File: config.mk
export PLATFORM = sky130hd
export DESIGN_NAME = block_norm_flat
export DESIGN_NICKNAME = d
export VERILOG_FILES = /design/src/rtl/block_norm_if.sv /design/src/rtl/block_norm.sv /design/src/flat_wrapper.sv
export SDC_FILE = /design/constraint.sdc
export NUM_CORES = 1
export LEC_CHECK = 0
export CAP_MARGIN = 20
export CORE_UTILIZATION = 55
export DETAILED_ROUTE_END_ITERATION = 10
export HOLD_SLACK_MARGIN = 0.08
export PLACE_DENSITY_LB_ADDON = 0.05
export SLEW_MARGIN = 20
export SYNTH_ARGS = -nofsm -noshare
export SYNTH_HDL_FRONTEND = slang
export SYNTH_SLANG_ARGS = --single-unit
File: constraint.sdc
create_clock -name clk -period 6.2 [get_ports clk]
set_input_delay 1.24 -clock clk [delete_from_list [all_inputs] [get_ports clk]]
set_output_delay 1.24 -clock clk [all_outputs]
set_load 0.005 [all_outputs]
File: src/rtl/block_norm_if.sv
`default_nettype none
// -----------------------------------------------------------------------------
// block_norm_if : sample stream into, and normalized frame stream out of,
//                 block_norm.                                         Rev 1.0
// -----------------------------------------------------------------------------
interface block_norm_if #(
  parameter int W     = 32,
  parameter int W_EXP = $clog2(W)
);
  logic signed [W-1:0] i_data;
  logic                i_vld;
  logic signed [W-1:0] o_data;
  logic                o_vld;
  logic                o_first;
  logic                o_last;
  logic [W_EXP-1:0]    o_exp;

  modport master (
    output i_data, i_vld,
    input  o_data, o_vld, o_first, o_last, o_exp
  );

  modport slave (
    input  i_data, i_vld,
    output o_data, o_vld, o_first, o_last, o_exp
  );
endinterface
`default_nettype wire

File: src/rtl/block_norm.sv
`default_nettype none
// -----------------------------------------------------------------------------
// block_norm : block-floating-point frame normalizer with a ping-pong buffer.
//              Macro BLOCK_NORM_HEADROOM_EN keeps one guard bit.      Rev 1.0
// -----------------------------------------------------------------------------
module block_norm #(
  parameter int W     = 32,
  parameter int N     = 16,
  parameter int W_EXP = $clog2(W)
) (
  input  wire logic    clk,
  input  wire logic    rst,
  block_norm_if.slave  bus
);

  localparam int AW = $clog2(N);

  typedef enum logic {
    IDLE  = 1'b0,
    DRAIN = 1'b1
  } state_t;

  // Bank select is the top address bit: {bank, sample index}.
  logic [W-1:0]     frame_buf [2*N];

  logic [AW-1:0]    wr_cnt_q,   wr_cnt_d;
  logic             wr_bank_q,  wr_bank_d;
  logic [W_EXP-1:0] min_q,      min_d;
  logic [W_EXP-1:0] exp_q,      exp_d;

  state_t           state_q,    state_d;
  logic [AW-1:0]    rd_cnt_q,   rd_cnt_d;
  logic             rd_bank_q,  rd_bank_d;
  logic             rd_en;

  logic             s1_vld_q,   s1_vld_d;
  logic             s1_first_q, s1_first_d;
  logic             s1_last_q,  s1_last_d;
  logic [W-1:0]     s1_data_q,  s1_data_d;
  logic [W_EXP-1:0] s1_exp_q,   s1_exp_d;

  logic             o_vld_q,    o_vld_d;
  logic             o_first_q,  o_first_d;
  logic             o_last_q,   o_last_d;
  logic [W-1:0]     o_data_q,   o_data_d;
  logic [W_EXP-1:0] o_exp_q,    o_exp_d;

  logic             wrap;
  logic [W_EXP-1:0] sample_lsb;
  logic [W_EXP-1:0] frame_min;
  logic [W_EXP-1:0] frame_shift;

  function automatic logic [W_EXP-1:0] redundant_signs(input logic [W-1:0] x);
    logic [W_EXP-1:0] n;
    logic             run;
    n   = '0;
    run = 1'b1;
    for (int i = W - 2; i >= 0; i--) begin
      if (run && (x[i] == x[W-1])) begin
        n = n + W_EXP'(1);
      end else begin
        run = 1'b0;
      end
    end
    return n;
  endfunction

  assign sample_lsb = redundant_signs(bus.i_data);
  assign frame_min  = (sample_lsb < min_q) ? sample_lsb : min_q;
  assign wrap       = bus.i_vld && (wr_cnt_q == AW'(N - 1));

`ifdef BLOCK_NORM_HEADROOM_EN
  assign frame_shift = (frame_min != '0) ? (frame_min - W_EXP'(1)) : '0;
`else
  assign frame_shift = frame_min;
`endif

  // Write side: fill counter, running minimum, bank swap on frame completion.
  always_comb begin
    wr_cnt_d  = wr_cnt_q;
    wr_bank_d = wr_bank_q;
    min_d     = min_q;
    exp_d     = exp_q;
    if (bus.i_vld) begin
      wr_cnt_d = wr_cnt_q + AW'(1);
      min_d    = frame_min;
      if (wrap) begin
        wr_bank_d = ~wr_bank_q;
        min_d     = W_EXP'(W - 1);
        exp_d     = frame_shift;
      end
    end
  end

  always_ff @(posedge clk) begin
    if (bus.i_vld) begin
      frame_buf[{wr_bank_q, wr_cnt_q}] <= bus.i_data;
    end
  end

  // Read FSM. A frame completing on the final drain cycle chains straight on.
  always_comb begin
    state_d   = state_q;
    rd_cnt_d  = rd_cnt_q;
    rd_bank_d = rd_bank_q;
    rd_en     = 1'b0;
    case (state_q)
      IDLE: begin
        if (wrap) begin
          state_d   = DRAIN;
          rd_cnt_d  = '0;
          rd_bank_d = wr_bank_q;
        end
      end
      DRAIN: begin
        rd_en    = 1'b1;
        rd_cnt_d = rd_cnt_q + AW'(1);
        if (rd_cnt_q == AW'(N - 1)) begin
          if (wrap) begin
            rd_cnt_d  = '0;
            rd_bank_d = wr_bank_q;
          end else begin
            state_d = IDLE;
          end
        end
      end
      default: state_d = IDLE;
    endcase
  end

  // Exponent travels with each word, since exp_q may already hold the next frame's.
  always_comb begin
    s1_vld_d   = rd_en;
    s1_first_d = rd_en && (rd_cnt_q == '0);
    s1_last_d  = rd_en && (rd_cnt_q == AW'(N - 1));
    s1_data_d  = s1_data_q;
    s1_exp_d   = s1_exp_q;
    if (rd_en) begin
      s1_data_d = frame_buf[{rd_bank_q, rd_cnt_q}];
      s1_exp_d  = exp_q;
    end
  end

  always_comb begin
    o_vld_d   = s1_vld_q;
    o_first_d = s1_first_q;
    o_last_d  = s1_last_q;
    o_data_d  = o_data_q;
    o_exp_d   = o_exp_q;
    if (s1_vld_q) begin
      o_data_d = s1_data_q << s1_exp_q;
      o_exp_d  = s1_exp_q;
    end
  end

  always_ff @(posedge clk or posedge rst) begin
    if (rst) begin
      wr_cnt_q   <= '0;
      wr_bank_q  <= 1'b0;
      min_q      <= W_EXP'(W - 1);
      exp_q      <= '0;
      state_q    <= IDLE;
      rd_cnt_q   <= '0;
      rd_bank_q  <= 1'b0;
      s1_vld_q   <= 1'b0;
      s1_first_q <= 1'b0;
      s1_last_q  <= 1'b0;
      s1_data_q  <= '0;
      s1_exp_q   <= '0;
      o_vld_q    <= 1'b0;
      o_first_q  <= 1'b0;
      o_last_q   <= 1'b0;
      o_data_q   <= '0;
      o_exp_q    <= '0;
    end else begin
      wr_cnt_q   <= wr_cnt_d;
      wr_bank_q  <= wr_bank_d;
      min_q      <= min_d;
      exp_q      <= exp_d;
      state_q    <= state_d;
      rd_cnt_q   <= rd_cnt_d;
      rd_bank_q  <= rd_bank_d;
      s1_vld_q   <= s1_vld_d;
      s1_first_q <= s1_first_d;
      s1_last_q  <= s1_last_d;
      s1_data_q  <= s1_data_d;
      s1_exp_q   <= s1_exp_d;
      o_vld_q    <= o_vld_d;
      o_first_q  <= o_first_d;
      o_last_q   <= o_last_d;
      o_data_q   <= o_data_d;
      o_exp_q    <= o_exp_d;
    end
  end

  assign bus.o_vld   = o_vld_q;
  assign bus.o_first = o_first_q;
  assign bus.o_last  = o_last_q;
  assign bus.o_data  = o_data_q;
  assign bus.o_exp   = o_exp_q;

endmodule
`default_nettype wire

File: src/flat_wrapper.sv
// flat-port wrapper written by rule: the top's interface ports become plain ports
module block_norm_flat 
#(
  parameter int W     = 32,
  parameter int N     = 16,
  parameter int W_EXP = $clog2(W)
)
  (clk, rst, bus_i_data, bus_i_vld, bus_o_data, bus_o_vld, bus_o_first, bus_o_last, bus_o_exp);
  block_norm_if #(.W(W), .W_EXP(W_EXP)) bus_i ();
  input  wire logic clk;
  input  wire logic rst;
  input wire logic [$bits(bus_i.i_data)-1:0] bus_i_data;
  input wire logic [$bits(bus_i.i_vld)-1:0] bus_i_vld;
  output wire logic [$bits(bus_i.o_data)-1:0] bus_o_data;
  output wire logic [$bits(bus_i.o_vld)-1:0] bus_o_vld;
  output wire logic [$bits(bus_i.o_first)-1:0] bus_o_first;
  output wire logic [$bits(bus_i.o_last)-1:0] bus_o_last;
  output wire logic [$bits(bus_i.o_exp)-1:0] bus_o_exp;
  assign bus_i.i_data = bus_i_data;
  assign bus_i.i_vld = bus_i_vld;
  assign bus_o_data = bus_i.o_data;
  assign bus_o_vld = bus_i.o_vld;
  assign bus_o_first = bus_i.o_first;
  assign bus_o_last = bus_i.o_last;
  assign bus_o_exp = bus_i.o_exp;
  block_norm #(.W(W), .N(N), .W_EXP(W_EXP)) u_core (.clk(clk), .rst(rst), .bus(bus_i));
endmodule
# Yosys cells after proc, flatten, opt, wreduce, memory -nomap -nowiden
# Memories as Yosys holds them, arrays and structs flattened. A register that Yosys moved wholly into a read port is not among the register bits.
# Index checks and enable logic that the tools add are counted.
# totals
ff_bits	69
ram_bits	1024
in_bits	35
wordCells	199
mem_count	1
# mem_list
memory	depth	width	read_ports	rd_clocked_by_memory_dff	write_ports	line_no	source
u_core.frame_buf	32	32	1	1	1	block_norm.sv:24	logic [W-1:0] frame_buf [2*N];
# classes
addsub	32
magnitude_cmp	1
eq_ne	35
shift	1
mux	76
bitwise_logic	2
reduce_logical	35
# ops
operator	count
2-to-1 mux 5 bit	32
adder 5 x 1 -> 5 bit, second input constant	30
2-to-1 mux 1 bit	38
logical AND 1 bit	33
<< shifter 32 x 5 -> 32 bit	1
equality test 1 bit	31
2-to-1 mux 4 bit	3
adder 4 x 1 -> 4 bit, second input constant	2
equality test 4 bit, second input constant	2
case mux 4 bit (2 select lines)	1
< comparator 5 bit	1
zero test 4 bit	1
case mux 1 bit (2 select lines)	2
inequality test 2 x 1 -> 1 bit, second input constant	1
inequality test 2 bit, second input constant	1
NOT 1 bit	2
AND reduction 2 bit	1

# Longest topological paths before layout
# depth
ltp_word	65
mapped_depth	86

# Least setup slack after synthesis
# Ideal clock, no wire load.
# synth_timing
path_type	input to register
start	input bus_i_data[31]
end	register u_core.exp_q[2]
setup_ns	0.134
arrival_ns	16.085
required_ns	6.066
path_slack_ns	-10.019
cell_stages	81
n_path_buf	9
cell_sequence	buf_6 buf_2 buf_1 buf_2 buf_1 clkbuf_1 buf_1 nand2_1 a21o_1 o31ai_1 ha_1 a21oi_1 nor2_1 ha_1 clkbuf_1 a21o_1 ha_1 nor3_1 (+45 left out) nand2_1 nand2_1 nor2_1 and3_1 a2111oi_0 nand4_1 a2111oi_2 a21oi_1 xnor2_2 and4_1 xnor3_1 xnor3_2 ha_1 a21oi_1 o21a_1 clkbuf_1 mux2i_1 o21ai_0
# synth_between
elab_chain_cells	64
word_cells_on_any_way	154
cone_classes	add/sub (30); order compare (1); eq/ne (31); mux (62); reduce/logical (30)
# synth_lines
element	line_no	source
start: declaration	flat_wrapper.sv:12	input wire logic [$bits(bus_i.i_data)-1:0] bus_i_data;
equality test 1 bit	block_norm.sv:59	if (run && (x[i] == x[W-1])) begin
2-to-1 mux 1 bit	block_norm.sv:59	
adder 5 x 1 -> 5 bit / logical AND 1 bit (equally long branches)	block_norm.sv:60, block_norm.sv:59	
2-to-1 mux 5 bit / 2-to-1 mux 1 bit (equally long branches)	block_norm.sv:59	
adder 5 x 1 -> 5 bit / logical AND 1 bit (equally long branches)	block_norm.sv:60, block_norm.sv:59	
2-to-1 mux 5 bit / 2-to-1 mux 1 bit (equally long branches)	block_norm.sv:59	
adder 5 x 1 -> 5 bit / logical AND 1 bit (equally long branches)	block_norm.sv:60, block_norm.sv:59	
2-to-1 mux 5 bit / 2-to-1 mux 1 bit (equally long branches)	block_norm.sv:59	
(+48 left out)	-	
adder 5 x 1 -> 5 bit / logical AND 1 bit (equally long branches)	block_norm.sv:60, block_norm.sv:59	
2-to-1 mux 5 bit / 2-to-1 mux 1 bit (equally long branches)	block_norm.sv:59	
adder 5 x 1 -> 5 bit / logical AND 1 bit (equally long branches)	block_norm.sv:60, block_norm.sv:59	
2-to-1 mux 5 bit / 2-to-1 mux 1 bit (equally long branches)	block_norm.sv:59	
adder 5 x 1 -> 5 bit / logical AND 1 bit (equally long branches)	block_norm.sv:60, block_norm.sv:59	
2-to-1 mux 5 bit (*)	block_norm.sv:59	
< comparator 5 bit	block_norm.sv:69	assign frame_min = (sample_lsb < min_q) ? sample_lsb : min_q;
2-to-1 mux 5 bit (*)	block_norm.sv:69	
end signal: assignment	block_norm.sv:179	exp_q <= exp_d;
end: declaration	block_norm.sv:29	logic [W_EXP-1:0] exp_q, exp_d;
# Every way passes the cells marked *; elsewhere a longest branch is shown, timed or not.
# A chain may end at the register's enable or synchronous reset.

# Final worst setup path
# layout_timing
start	input bus_i_data[29]
end	register u_core.exp_q[0]
# layout_between
elab_chain_cells	63
word_cells_on_any_way	121
cone_classes	add/sub (29); order compare (1); eq/ne (1); mux (60); reduce/logical (30)
# layout_lines
element	line_no
equality test 1 bit (*)	block_norm.sv:59
logical AND 1 bit (*)	block_norm.sv:59
2-to-1 mux 5 bit / 2-to-1 mux 1 bit (equally long branches)	block_norm.sv:59
adder 5 x 1 -> 5 bit / logical AND 1 bit (equally long branches)	block_norm.sv:60, block_norm.sv:59
2-to-1 mux 5 bit / 2-to-1 mux 1 bit (equally long branches)	block_norm.sv:59
adder 5 x 1 -> 5 bit / logical AND 1 bit (equally long branches)	block_norm.sv:60, block_norm.sv:59
2-to-1 mux 5 bit / 2-to-1 mux 1 bit (equally long branches)	block_norm.sv:59
adder 5 x 1 -> 5 bit / logical AND 1 bit (equally long branches)	block_norm.sv:60, block_norm.sv:59
(+47 left out)	-
adder 5 x 1 -> 5 bit / logical AND 1 bit (equally long branches)	block_norm.sv:60, block_norm.sv:59
2-to-1 mux 5 bit / 2-to-1 mux 1 bit (equally long branches)	block_norm.sv:59
adder 5 x 1 -> 5 bit / logical AND 1 bit (equally long branches)	block_norm.sv:60, block_norm.sv:59
2-to-1 mux 5 bit / 2-to-1 mux 1 bit (equally long branches)	block_norm.sv:59
adder 5 x 1 -> 5 bit / logical AND 1 bit (equally long branches)	block_norm.sv:60, block_norm.sv:59
2-to-1 mux 5 bit (*)	block_norm.sv:59
< comparator 5 bit	block_norm.sv:69
2-to-1 mux 5 bit (*)	block_norm.sv:69
# Marked as above.

==> results.json <==
{
  "status": "complete, but fails checks",
  "violations": "setup timing",
  "max_stage_delay_ps": 500,
  "ys_ff_latch": 1125,
  "cts_tree": "built",
  "ios": 75,
  "slew_headroom": 0.240,
  "min_delay_path_depth": 0,
  "hold_end": "u_core.bus.o_first",
  "crit_arrival_ps": 14260,
  "layout_common_cells": "edfxtp_1, buf_4, mux4_2, nand2_1, nor2_1",
  "cts_root_buf": "clkbuf_16",
  "cts_buffers": 110,
  "ctsHoldBuffers": 0,
  "layout.cells.most_common": "edfxtp_1",
  "whs_ps": 394,
  "rr_worst_depth": 6,
  "drv_cap": 0,
  "synth.distinct_cells": 79,
  "cts.sinks": 1125,
  "wl_per_cell_um": 29.5,
  "antenna_found_initial": 2,
  "r2r_setup_slack_ps": 2480,
  "fin_crit_sh": 2.21,
  "placementRows": 108,
  "via_count": 28100,
  "synthCells": 2744,
  "cp.required_ps": 6770,
  "die_w_um": 299,
  "cts_buffer_depth": 3,
  "cts_htree_levels": 3,
  "postLayoutCellArea_um2": 58000,
  "grt-ovfl-total": 0,
  "areaGrowthSynthToFinish_pct": 19.6,
  "worst-path-max-fanout": 7,
  "grt_pass1_wl_um": 193000,
  "antenna_cells": 0,
  "track_usage": 0.301,
  "min_from": "u_core.o_first_d",
  "dominantRegCellSynth": "edfxtp_1",
  "end_kind": "flop",
  "start_kind": "input port",
  "io_buffers": 74,
  "power_density_nw_per_um2": 397,
  "wl_um": 132000,
  "clk_latency_ps": 690,
  "hold_class": "reg -> reg",
  "dp.cells": 4220,
  "drc": 0,
  "yosys_warnings": 0,
  "ys_seq_area_frac": 0.686,
  "n_fill_cell": 5849,
  "avgViaCountPerCell": 6.26,
  "ir_drop_v": 0.000332,
  "fin_nets": 3314,
  "die_h_um": 299,
  "place.gp.congestion": 0.889,
  "placed_cell_area_um2": 53700,
  "place_ws_ps": -9200,
  "hold_viol": 0,
  "dieArea_um2": 89400,
  "critical_path_class": "in -> reg",
  "avgSynthCellArea_um2": 17.7,
  "dp_hpwl_um": 81700,
  "fin_crit_ps": 13690,
  "start_util": 0.557,
  "synth_edf_count": 1024,
  "clkTransAtPathRegs_ps": 60,
  "final-setup-viol-count": 10,
  "synthArstFlopShare": 0.0898,
  "r2r_start": "u_core.rd_cnt_q[0]",
  "timing.fmax_mhz": 73.0,
  "leakagePower_nw": 19.7,
  "fin_ws_ps": -7490,
  "worst_slew_pin_slew_ps": 1140,
  "drive_above_1_share": 0.341,
  "fin_cells": 4483,
  "slew_violations": 0,
  "drtPass1Iterations": 6,
  "coreArea_um2": 87000,
  "cp_slowest_cell": "xnor3_2",
  "rsz0062_at_grt": "true",
  "finalClockSkew_ps": 22.1,
  "synthesis.nets": 2817,
  "synth_area_um2": 48500,
  "ant_nets": 0,
  "drt-initial-drc-count": 2993,
  "finalPower_mw": 23.0,
  "grt_pass1_vias": 28500,
  "crit_top_cell": "buf_4",
  "grt_max_degree": 97,
  "r2r-end": "u_core.s1_data_q[0]"
}
-- synthesized netlist by cell type, types with 8 or more instances --
library cell  instances  share of area
edfxtp_1           1024           0.63
mux4_2              339           0.16
nand2_1             178          0.014
nor2_1              160          0.012
a21oi_1             117          0.012
clkbuf_1            106         0.0082
dfrtp_1              96          0.050
mux2i_1              78          0.016
o21ai_0              76         0.0078
inv_1                52         0.0040
nand3_1              47         0.0048
buf_1                40         0.0031
ha_1                 38         0.0098
xnor2_1              36         0.0065
nor3_1               32         0.0033
o22ai_1              25         0.0032
mux2_2               22         0.0051
xor2_1               18         0.0032
and3_1               16         0.0021
a31oi_1              15         0.0019
and2_1               14         0.0018
or2_2                14         0.0018
a21o_1               13         0.0020
nand4_1              13         0.0017
nand2b_1             11         0.0014
nor2b_1              11         0.0014
a211oi_1             10         0.0015
or3_1                10         0.0013
buf_2                 8        0.00083
-- report_power, final --
group	internal, mW	leakage, nW	total (mW)	switching [mW]
Combinational	3.33	7.62	6.89	3.56
Sequential	8.99	10.4	9.65	0.655
Clock	3.65	1.68	6.46	2.81
-- worst max-delay path, delay by kind of cell --
family	cells	cell delay, ps
simple gates	10	1190
compound gates	16	2600
buf+inv	38	4630
fa+ha+maj	9	2330
xor+xnor	5	1450
mux	4	800
-- timing repair --
action / 4_1_cts / 5_1_grt
cloned: 0 / 0
buffers inserted: 53 / 13
setup endpoints to repair: 10 / 10
pin swaps: 51 / 57
resized for setup: 59 / 43
-- metal layers --
| layer | GRT usage | up-vias | share of wire |
|---|---|---|---|
| met5 | 0 | - | 0.000098 |
| met2 | 0.494 | 1169 | 0.49 |
| li1 | - | 12000 | - |
| met1 | 0.417 | 14600 | 0.40 |
| met4 | 0.107 | 2 | 0.039 |
| met3 | 0.0419 | 202 | 0.066 |
-- sequential cells by signal (all words and copies together) (netlist names), 4 cells and up --
signal,cells
u_core.bus.o_data,32
u_core.wr_cnt_q,4
u_core.frame_buf,1024
u_core.bus.o_exp,5
u_core.s1_exp_q,5
u_core.s1_data_q,32
u_core.rd_cnt_q,4
u_core.exp_q,5
u_core.min_q,5
-- kinds of logic (layout without fill, tap and decap cells) --
group                    Yosys count  after routing  synth area share
AND/OR/NAND/NOR                  538            538            0.0511
multiplexers                     440            440             0.179
XOR/XNOR                          67             67            0.0150
buffers and inverters            208            792            0.0165
flip-flops                      1125           1125             0.686
adder cells (fa/ha/maj)           43             43            0.0108
AO/OA/AOI/OAI                    323            323            0.0414
-- through the flow --
step	TNS, ps	util
2_1_floorplan	-82230	-
3_3_place_gp	-87550	0.617
3_5_place_dp	-91280	0.617
4_1_cts	-74630	0.664
5_1_grt	-80800	0.667
6_report	-74360	0.667
-- worst max-delay path by stage --
stage / to / start / slack [ps]
after floorplan: u_core.min_q[0] / bus_i_data[31] / -8280
after global placement: u_core.exp_q[3] / bus_i_data[30] / -8790
after detailed placement: u_core.exp_q[2] / bus_i_data[30] / -9200
after CTS: u_core.min_q[4] / bus_i_data[30] / -7510
after global routing: u_core.min_q[1] / bus_i_data[31] / -8130
final: u_core.exp_q[0] / bus_i_data[29] / -7490
-- layout make-up --
| type | instances | area, um2 | share of cell area |
|---|---|---|---|
| sequential | 1125 | 33300 | 0.574 |
| multi-input combinational | 1411 | 15100 | 0.260 |
| timing repair buffer | 541 | 4540 | 0.0783 |
| tap | 1155 | 1450 | 0.0249 |
| clock buffer | 142 | 2910 | 0.0502 |
| inverter | 52 | 198 | 0.00341 |
| clock inverter | 57 | 537 | 0.00925 |
No activity file was read; power rests on OpenSTA's default activity.
